===== config.mk =====
export PLATFORM = sky130hd
export DESIGN_NAME = divider_flat
export DESIGN_NICKNAME = d
export VERILOG_FILES = /design/src/rtl/divider_if.sv /design/src/rtl/divider.sv /design/src/flat_wrapper.sv
export SDC_FILE = /design/constraint.sdc
export NUM_CORES = 1
export LEC_CHECK = 0
export BUFFER_PORTS_ARGS = -buffer_cell sky130_fd_sc_hd__buf_2
export CAP_MARGIN = 15
export CORE_ASPECT_RATIO = 0.75
export CORE_UTILIZATION = 39
export CTS_BUF_LIST = sky130_fd_sc_hd__clkbuf_4 sky130_fd_sc_hd__clkbuf_8
export CTS_CLUSTER_SIZE = 12
export DETAILED_ROUTE_END_ITERATION = 16
export SYNTH_ARGS = -nofsm -noshare
export SYNTH_HDL_FRONTEND = slang
export SYNTH_SLANG_ARGS = --single-unit

===== constraint.sdc =====
create_clock -name clk -period 5.6 [get_ports clk]
set_clock_uncertainty 0.05 [all_clocks]
set_input_delay 1.12 -clock clk [delete_from_list [all_inputs] [get_ports clk]]
set_output_delay 1.12 -clock clk [all_outputs]
set_load 0.02 [all_outputs]

===== src/rtl/divider_if.sv =====
// Handshake and operand/result bundle for the DIV/IDIV unit.
// master: microcode side driving operands; slave: the divider.
interface divider_if;
   logic        start;
   logic        is_8_bit;
   logic        is_signed;
   logic [31:0] dividend;
   logic [15:0] divisor;
   logic [15:0] quotient;
   logic [15:0] remainder;
   logic        busy;
   logic        complete;
   logic        error;

   modport master (
      output start, is_8_bit, is_signed, dividend, divisor,
      input  quotient, remainder, busy, complete, error
   );

   modport slave (
      input  start, is_8_bit, is_signed, dividend, divisor,
      output quotient, remainder, busy, complete, error
   );
endinterface


===== src/rtl/divider.sv =====
// Iterative restoring DIV/IDIV unit, one quotient bit per clock on operand magnitudes.
// Optional macro DIVIDER_ALLOW_MIN_QUOTIENT_EN accepts a signed quotient of -2^(N-1).
module divider (
   input  logic     clk,
   input  logic     reset,
   divider_if.slave bus
);

   localparam logic [2:0] S_IDLE  = 3'd0;
   localparam logic [2:0] S_INIT  = 3'd1;
   localparam logic [2:0] S_WORK  = 3'd2;
   localparam logic [2:0] S_FIXUP = 3'd3;
   localparam logic [2:0] S_DONE  = 3'd4;

   logic [2:0]  state_q, state_d;
   logic        is8_q, is8_d;
   logic        sgn_q, sgn_d;
   logic [31:0] dvd_q, dvd_d;
   logic [15:0] dvs_q, dvs_d;
   logic        neg_dvd_q, neg_dvd_d;
   logic        neg_dvs_q, neg_dvs_d;
   logic [15:0] rem_q, rem_d;
   logic [15:0] lo_q, lo_d;
   logic [3:0]  cnt_q, cnt_d;
   logic [15:0] quot_q, quot_d;
   logic [15:0] remo_q, remo_d;
   logic        err_q, err_d;

   // INIT: operand magnitudes and early error detection
   logic        sd, sv;
   logic [15:0] d16_neg, v16_neg;
   logic [31:0] d32_neg;
   logic [7:0]  v8_neg;
   logic [31:0] dvd_mag;
   logic [15:0] dvs_mag, upper;
   logic        init_err;

   assign d16_neg  = ~dvd_q[15:0] + 16'd1;
   assign d32_neg  = ~dvd_q + 32'd1;
   assign v8_neg   = ~dvs_q[7:0] + 8'd1;
   assign v16_neg  = ~dvs_q + 16'd1;
   assign sd       = sgn_q & (is8_q ? dvd_q[15] : dvd_q[31]);
   assign sv       = sgn_q & (is8_q ? dvs_q[7] : dvs_q[15]);
   assign dvd_mag  = is8_q ? {16'h0000, (sd ? d16_neg : dvd_q[15:0])}
                           : (sd ? d32_neg : dvd_q);
   assign dvs_mag  = is8_q ? {8'h00, (sv ? v8_neg : dvs_q[7:0])}
                           : (sv ? v16_neg : dvs_q);
   assign upper    = is8_q ? {8'h00, dvd_mag[15:8]} : dvd_mag[31:16];
   assign init_err = (dvs_mag == '0) | (upper >= dvs_mag);

   // WORK: shifted remainder never exceeds 17 bits; difference always fits 16
   logic [16:0] shifted;
   logic [15:0] diff;
   logic        fits;
   logic [3:0]  last_cnt;

   assign shifted  = {rem_q, lo_q[15]};
   assign fits     = shifted[16] | (shifted[15:0] >= dvs_q);
   assign diff     = shifted[15:0] - dvs_q;
   assign last_cnt = is8_q ? 4'd7 : 4'd15;

   // FIXUP: sign application and signed range check
   logic [15:0] q_mag, r_mag, q_neg_full, r_neg_full, q_res, r_res, lim;
   logic        neg_q, q_over, fix_err;

   assign q_mag      = is8_q ? {8'h00, lo_q[7:0]} : lo_q;
   assign r_mag      = rem_q;
   assign neg_q      = neg_dvd_q ^ neg_dvs_q;
   assign q_neg_full = neg_q ? (~q_mag + 16'd1) : q_mag;
   assign r_neg_full = neg_dvd_q ? (~r_mag + 16'd1) : r_mag;
   assign q_res      = is8_q ? {8'h00, q_neg_full[7:0]} : q_neg_full;
   assign r_res      = is8_q ? {8'h00, r_neg_full[7:0]} : r_neg_full;
   assign lim        = is8_q ? 16'h007F : 16'h7FFF;

`ifdef DIVIDER_ALLOW_MIN_QUOTIENT_EN
   assign q_over = neg_q ? (q_mag > (lim + 16'd1)) : (q_mag > lim);
`else
   assign q_over = q_mag > lim;
`endif
   assign fix_err = sgn_q & q_over;

   always_comb begin
      state_d   = state_q;
      is8_d     = is8_q;
      sgn_d     = sgn_q;
      dvd_d     = dvd_q;
      dvs_d     = dvs_q;
      neg_dvd_d = neg_dvd_q;
      neg_dvs_d = neg_dvs_q;
      rem_d     = rem_q;
      lo_d      = lo_q;
      cnt_d     = cnt_q;
      quot_d    = quot_q;
      remo_d    = remo_q;
      err_d     = err_q;
      case (state_q)
         S_IDLE: begin
            if (bus.start) begin
               is8_d   = bus.is_8_bit;
               sgn_d   = bus.is_signed;
               dvd_d   = bus.dividend;
               dvs_d   = bus.divisor;
               err_d   = 1'b0;
               state_d = S_INIT;
            end
         end
         S_INIT: begin
            neg_dvd_d = sd;
            neg_dvs_d = sv;
            dvs_d     = dvs_mag;
            rem_d     = upper;
            // 8-bit mode left-aligns the low half so WORK always shifts out of bit 15
            lo_d      = is8_q ? {dvd_mag[7:0], 8'h00} : dvd_mag[15:0];
            cnt_d     = '0;
            if (init_err) begin
               err_d   = 1'b1;
               state_d = S_DONE;
            end else begin
               state_d = S_WORK;
            end
         end
         S_WORK: begin
            rem_d = fits ? diff : shifted[15:0];
            lo_d  = {lo_q[14:0], fits};
            cnt_d = cnt_q + 4'd1;
            if (cnt_q == last_cnt) state_d = S_FIXUP;
         end
         S_FIXUP: begin
            if (fix_err) begin
               err_d = 1'b1;
            end else begin
               quot_d = q_res;
               remo_d = r_res;
            end
            state_d = S_DONE;
         end
         S_DONE:  state_d = S_IDLE;
         default: state_d = S_IDLE;
      endcase
   end

   always_ff @(posedge clk or posedge reset) begin
      if (reset) begin
         state_q   <= S_IDLE;
         is8_q     <= 1'b0;
         sgn_q     <= 1'b0;
         dvd_q     <= '0;
         dvs_q     <= '0;
         neg_dvd_q <= 1'b0;
         neg_dvs_q <= 1'b0;
         rem_q     <= '0;
         lo_q      <= '0;
         cnt_q     <= '0;
         quot_q    <= '0;
         remo_q    <= '0;
         err_q     <= 1'b0;
      end else begin
         state_q   <= state_d;
         is8_q     <= is8_d;
         sgn_q     <= sgn_d;
         dvd_q     <= dvd_d;
         dvs_q     <= dvs_d;
         neg_dvd_q <= neg_dvd_d;
         neg_dvs_q <= neg_dvs_d;
         rem_q     <= rem_d;
         lo_q      <= lo_d;
         cnt_q     <= cnt_d;
         quot_q    <= quot_d;
         remo_q    <= remo_d;
         err_q     <= err_d;
      end
   end

   assign bus.quotient  = quot_q;
   assign bus.remainder = remo_q;
   assign bus.busy      = (state_q == S_INIT) | (state_q == S_WORK) | (state_q == S_FIXUP);
   assign bus.complete  = (state_q == S_DONE);
   assign bus.error     = err_q;

endmodule


===== src/flat_wrapper.sv =====
// flat-port wrapper written by rule: the top's interface ports become plain ports
module divider_flat 
  (clk, reset, bus_start, bus_is_8_bit, bus_is_signed, bus_dividend, bus_divisor, bus_quotient, bus_remainder, bus_busy, bus_complete, bus_error);
  divider_if bus_i ();
  input  logic clk;
  input  logic reset;
  input wire logic [$bits(bus_i.start)-1:0] bus_start;
  input wire logic [$bits(bus_i.is_8_bit)-1:0] bus_is_8_bit;
  input wire logic [$bits(bus_i.is_signed)-1:0] bus_is_signed;
  input wire logic [$bits(bus_i.dividend)-1:0] bus_dividend;
  input wire logic [$bits(bus_i.divisor)-1:0] bus_divisor;
  output wire logic [$bits(bus_i.quotient)-1:0] bus_quotient;
  output wire logic [$bits(bus_i.remainder)-1:0] bus_remainder;
  output wire logic [$bits(bus_i.busy)-1:0] bus_busy;
  output wire logic [$bits(bus_i.complete)-1:0] bus_complete;
  output wire logic [$bits(bus_i.error)-1:0] bus_error;
  assign bus_i.start = bus_start;
  assign bus_i.is_8_bit = bus_is_8_bit;
  assign bus_i.is_signed = bus_is_signed;
  assign bus_i.dividend = bus_dividend;
  assign bus_i.divisor = bus_divisor;
  assign bus_quotient = bus_i.quotient;
  assign bus_remainder = bus_i.remainder;
  assign bus_busy = bus_i.busy;
  assign bus_complete = bus_i.complete;
  assign bus_error = bus_i.error;
  divider u_core (.clk(clk), .reset(reset), .bus(bus_i));
endmodule

==> results.md <==
- The flow ran to the end, and the final reports show no timing, DRC or antenna violations.
- The total congestion overflow after global routing is 0.
- The maximum clock frequency is 211 MHz.
- The number of buffers added to fix hold violations after cts is 0.
- The proportion of synthesized flip-flops having asynchronous set or reset is 100%.
- From synthesis to final layout, the design area changed by 12.9%.
- Of all nets on the critical path, the largest fanout is 12.
- The path type of the worst min-delay path is reg2reg.
- The Yosys step of the flow raised 0 warnings.
- The leading register cell type out of synthesis is sky130_fd_sc_hd__dfrtp_1.
- The placed wire-length estimate after detailed placement is 17,500 um.
- The fraction of layout cells with a size suffix above 1 is 19.0%.
- The buffer count from post-CTS setup fixing is 0.
- The area taken by flip-flops and latches is 3100 um2.
- Summing the sequential cell areas from Yosys gives 37.4% of the chip area.
- The average wire per cell in the routed design is 18.4 um.
- The launching point of the worst reg2reg path is u_core.dvd_q[5].
- The via total after detailed routing is 7,188.
- The number of instances in the synthesized netlist is 917.
- The data required time of the worst path is 5.88 ns.
- The largest buffer count on any clock path is 2.
- The die outline area is 21,900 um2.
- The initial utilization of the core area, before any placement, comes to 40.4%.
- Before antenna repair, the detailed router went through 6 iterations.
- The endpoint identified for the worst register-to-register timing path is u_core.bus.error.
- When the netlist entered floorplanning its net count stood at 1,010.
- After clock tree synthesis, the repair step resized 0 gates.
- The internal reg-to-reg setup slack is 0.86 ns.
- The count of final max-slew check failures is 0.
- The tool flagged a number of max-cap violations equal to 0.
- The unique cell type count in the Yosys netlist is 71.
- Summed over all failing endpoints, the final setup total negative slack is 0 ns.
- The cell depth of the worst hold path is 2.
- The number of antenna violations at the first check in global routing is 0.
- 88 I/O pins were placed.
- For this run, the post-layout net count is 1,074.
- Setup repair after global routing left no endpoint under its margin.
- The worst hold path terminates at u_core.bus.quotient[10].
- For the worst setup path, the data arrival time is 5.02 ns.
- Measured in cells, the most critical reg-to-reg path has a length of 14.
- TritonCTS built the clock tree.
- The worst setup path is launched from a flip-flop.
- The multi-input combinational cells in the finished layout cover a total of 4840 um2.
- The number of DRC violations after detailed-routing iteration 0 is 592.
- The clock-pin slew of the registers on the worst-case setup and hold paths is 0.08 ns.
- Summing every instance area after synthesis gives 8310 um2.
- The first global-routing pass estimated 36,900 um of wire.
- Routability-driven placement finished with a final weighted congestion of 0.874.
- The worst-case headroom to the max-slew limit is 28.2%.
- The register bit total from synthesis is 124.
- The deepest level of the CTS H-tree is 4.
- The residual antenna-violating net count after detailed routing is 0.
- The average cell area after synthesis is 9.06 um2.
- In this run, CTS created clock tree buffers numbering 17.
- The region available for standard cell placement spans 20,600 um2.
- At the pin with the least slew margin, the transition time is 1.08 ns.
- The total of endpoints with negative setup slack in the final report is 0.
- Global routing used 22.0% of the available tracks.
- The shortest clock period the worst path allows after layout is 4.74 ns.
- The maximum number of pins on one net before global-route repair is 65.
- The die is 171 um wide.
- The number of global-route vias before repair came to 6,466.
- The share of the clock period used by the worst path is 84.7%.
- For this block, the routed nets add up to 23,500 um of wire.
- The synthesized design contains 0 enable-type register cells.
- For this run, design rule violations remaining after detail routing come to 0.
- The die height is 128 um.
- The number of vias per cell after detailed routing is 5.63.
- The number of hold-slack violations in the final timing report is 0.
- The clock reaches the later pin of the worst-skew pair after 0.47 ns.
- After floorplanning, the core was divided into 45 placement rows.
- The setup path with the least slack is of type reg2reg.
- The number of diodes added for antenna fixing is 0.
- The clock root buffer is sky130_fd_sc_hd__clkbuf_8.
- The total number of clock tree sinks is 124.
- The number of I/O port buffers is 87.
- The filler cells instantiated in the layout total 2,055.
- The kind of end point of the critical path is a flip-flop.
- The worst hold path begins at u_core.bus.quotient[10].
## final cells by class
| class | instances | share of cell area (%) |
|---|---|---|
| clock buffer | 19 | 2.79 |
| tap | 282 | 3.76 |
| multi-input combinational | 707 | 51.6 |
| inverter | 33 | 1.35 |
| sequential | 124 | 33.1 |
| clock inverter | 13 | 1.89 |
| timing repair buffer | 98 | 5.52 |
## cell usage in the layout (no fill, tap or decap), types with 32 or more instances in the layout
master,Yosys,layout
sky130_fd_sc_hd__dfrtp_1,124,124
sky130_fd_sc_hd__buf_2,2,87
sky130_fd_sc_hd__nand2_1,90,90
sky130_fd_sc_hd__mux2_2,36,36
sky130_fd_sc_hd__xnor2_1,50,50
sky130_fd_sc_hd__inv_1,33,32
sky130_fd_sc_hd__o21ai_0,84,84
sky130_fd_sc_hd__ha_1,39,39
sky130_fd_sc_hd__nor2_1,76,76
sky130_fd_sc_hd__a21oi_1,35,35
## layer usage
metal	GRT usage, %	share of wire (%)	vias up
li1	-	-	3468
met1	36.1	54	3430
met2	28.4	39	271
met3	4.98	6.4	19
met4	4.50	0.89	0
met5	0	0	-
## cell usage after synthesis, types with 5 or more instances
library cell,instances,area [um2]
sky130_fd_sc_hd__a22oi_1,27,203
sky130_fd_sc_hd__a21oi_1,35,175
sky130_fd_sc_hd__mux2_2,36,405
sky130_fd_sc_hd__ha_1,39,488
sky130_fd_sc_hd__nor2b_1,9,56.3
sky130_fd_sc_hd__xor2_1,30,263
sky130_fd_sc_hd__or2_2,5,31.3
sky130_fd_sc_hd__clkbuf_1,39,146
sky130_fd_sc_hd__mux2i_1,21,210
sky130_fd_sc_hd__and3_1,5,31.3
sky130_fd_sc_hd__nor2_1,76,285
sky130_fd_sc_hd__nand4_1,9,56.3
sky130_fd_sc_hd__a31oi_1,10,62.6
sky130_fd_sc_hd__nand2_1,90,338
sky130_fd_sc_hd__nor4_1,8,50.1
sky130_fd_sc_hd__o22ai_1,5,31.3
sky130_fd_sc_hd__xnor2_1,50,438
sky130_fd_sc_hd__inv_1,33,124
sky130_fd_sc_hd__nand3_1,13,65.1
sky130_fd_sc_hd__dfrtp_1,124,3100
sky130_fd_sc_hd__o21ai_0,84,420
sky130_fd_sc_hd__nor3_1,16,80.1
sky130_fd_sc_hd__o41ai_1,7,61.3
sky130_fd_sc_hd__a21o_1,9,67.6
sky130_fd_sc_hd__a21boi_0,7,52.6
sky130_fd_sc_hd__o31ai_1,31,233
sky130_fd_sc_hd__o21a_1,7,52.6
## flip-flops by register name (all words and copies together) (netlist names)
name and cells:
u_core.lo_q 16, u_core.dvd_q 32, u_core.bus.error 1, u_core.bus.quotient 16
u_core.neg_dvs_q 1, u_core.bus.remainder 16, u_core.is8_q 1, u_core.state_q 3
u_core.neg_dvd_q 1, u_core.dvs_q 16, u_core.r_mag 16, u_core.sgn_q 1
u_core.cnt_q 4
## critical path, stage by stage, from the launching register on
cell,delay (ns)
sky130_fd_sc_hd__dfrtp_1,0.44
sky130_fd_sc_hd__nor4_1,0.64
sky130_fd_sc_hd__nand4_1,0.15
sky130_fd_sc_hd__buf_4,0.22
sky130_fd_sc_hd__or3_1,0.41
sky130_fd_sc_hd__o41ai_1,0.35
sky130_fd_sc_hd__xor2_1,0.28
sky130_fd_sc_hd__nor2_1,0.07
sky130_fd_sc_hd__ha_1,0.30
sky130_fd_sc_hd__a211o_1,0.28
sky130_fd_sc_hd__a2111oi_0,0.39
sky130_fd_sc_hd__o21ai_0,0.18
sky130_fd_sc_hd__a221o_1,0.34
sky130_fd_sc_hd__a41oi_1,0.36
sky130_fd_sc_hd__a31oi_1,0.15
## kinds of logic (layout without fill, tap and decap cells)
kind of cell    count (synthesis)  after routing  share of synthesized area (%)
simple gates                  265            265                           15.2
xor+xnor                       80             80                           8.43
buf+inv                        86            163                           4.52
mux                            57             57                           7.41
flops                         124            124                           37.4
compound gates                265            265                           21.0
fa+ha+maj                      40             40                           6.12
## worst max-delay path by stage
stage / start / end / slack [ns] / depth (start not counted)
2_1_floorplan: reset / u_core.bus.error / 1.13 / 1
3_3_place_gp: u_core.dvd_q[0] / u_core.bus.error / 1.14 / 16
3_5_place_dp: u_core.dvd_q[5] / u_core.bus.error / 0.86 / 14
4_1_cts: u_core.dvd_q[5] / u_core.bus.error / 0.87 / 14
5_1_grt: u_core.dvd_q[5] / u_core.bus.error / 0.50 / 14
6_report: u_core.dvd_q[5] / u_core.bus.error / 0.86 / 14
## metrics by stage
stage / hold slack, ns / utilization [%] / area (um2) / std cells / worst slack (ns)
floorplan: 0.420 / - / 8310 / 917 / 1.13
detailed placement: 0.411 / 43.5 / 8930 / 1243 / 0.864
CTS: 0.431 / 45.6 / 9370 / 1275 / 0.870
finish: 0.423 / 45.6 / 9380 / 1276 / 0.855
global route: 0.457 / 45.6 / 9380 / 1276 / 0.503
global placement: 0.408 / 43.5 / 8930 / 1243 / 1.14
Power is left out: the tool's default activity adds up to more than one toggle a clock period on the data nets, which glitch-free logic cannot reach.
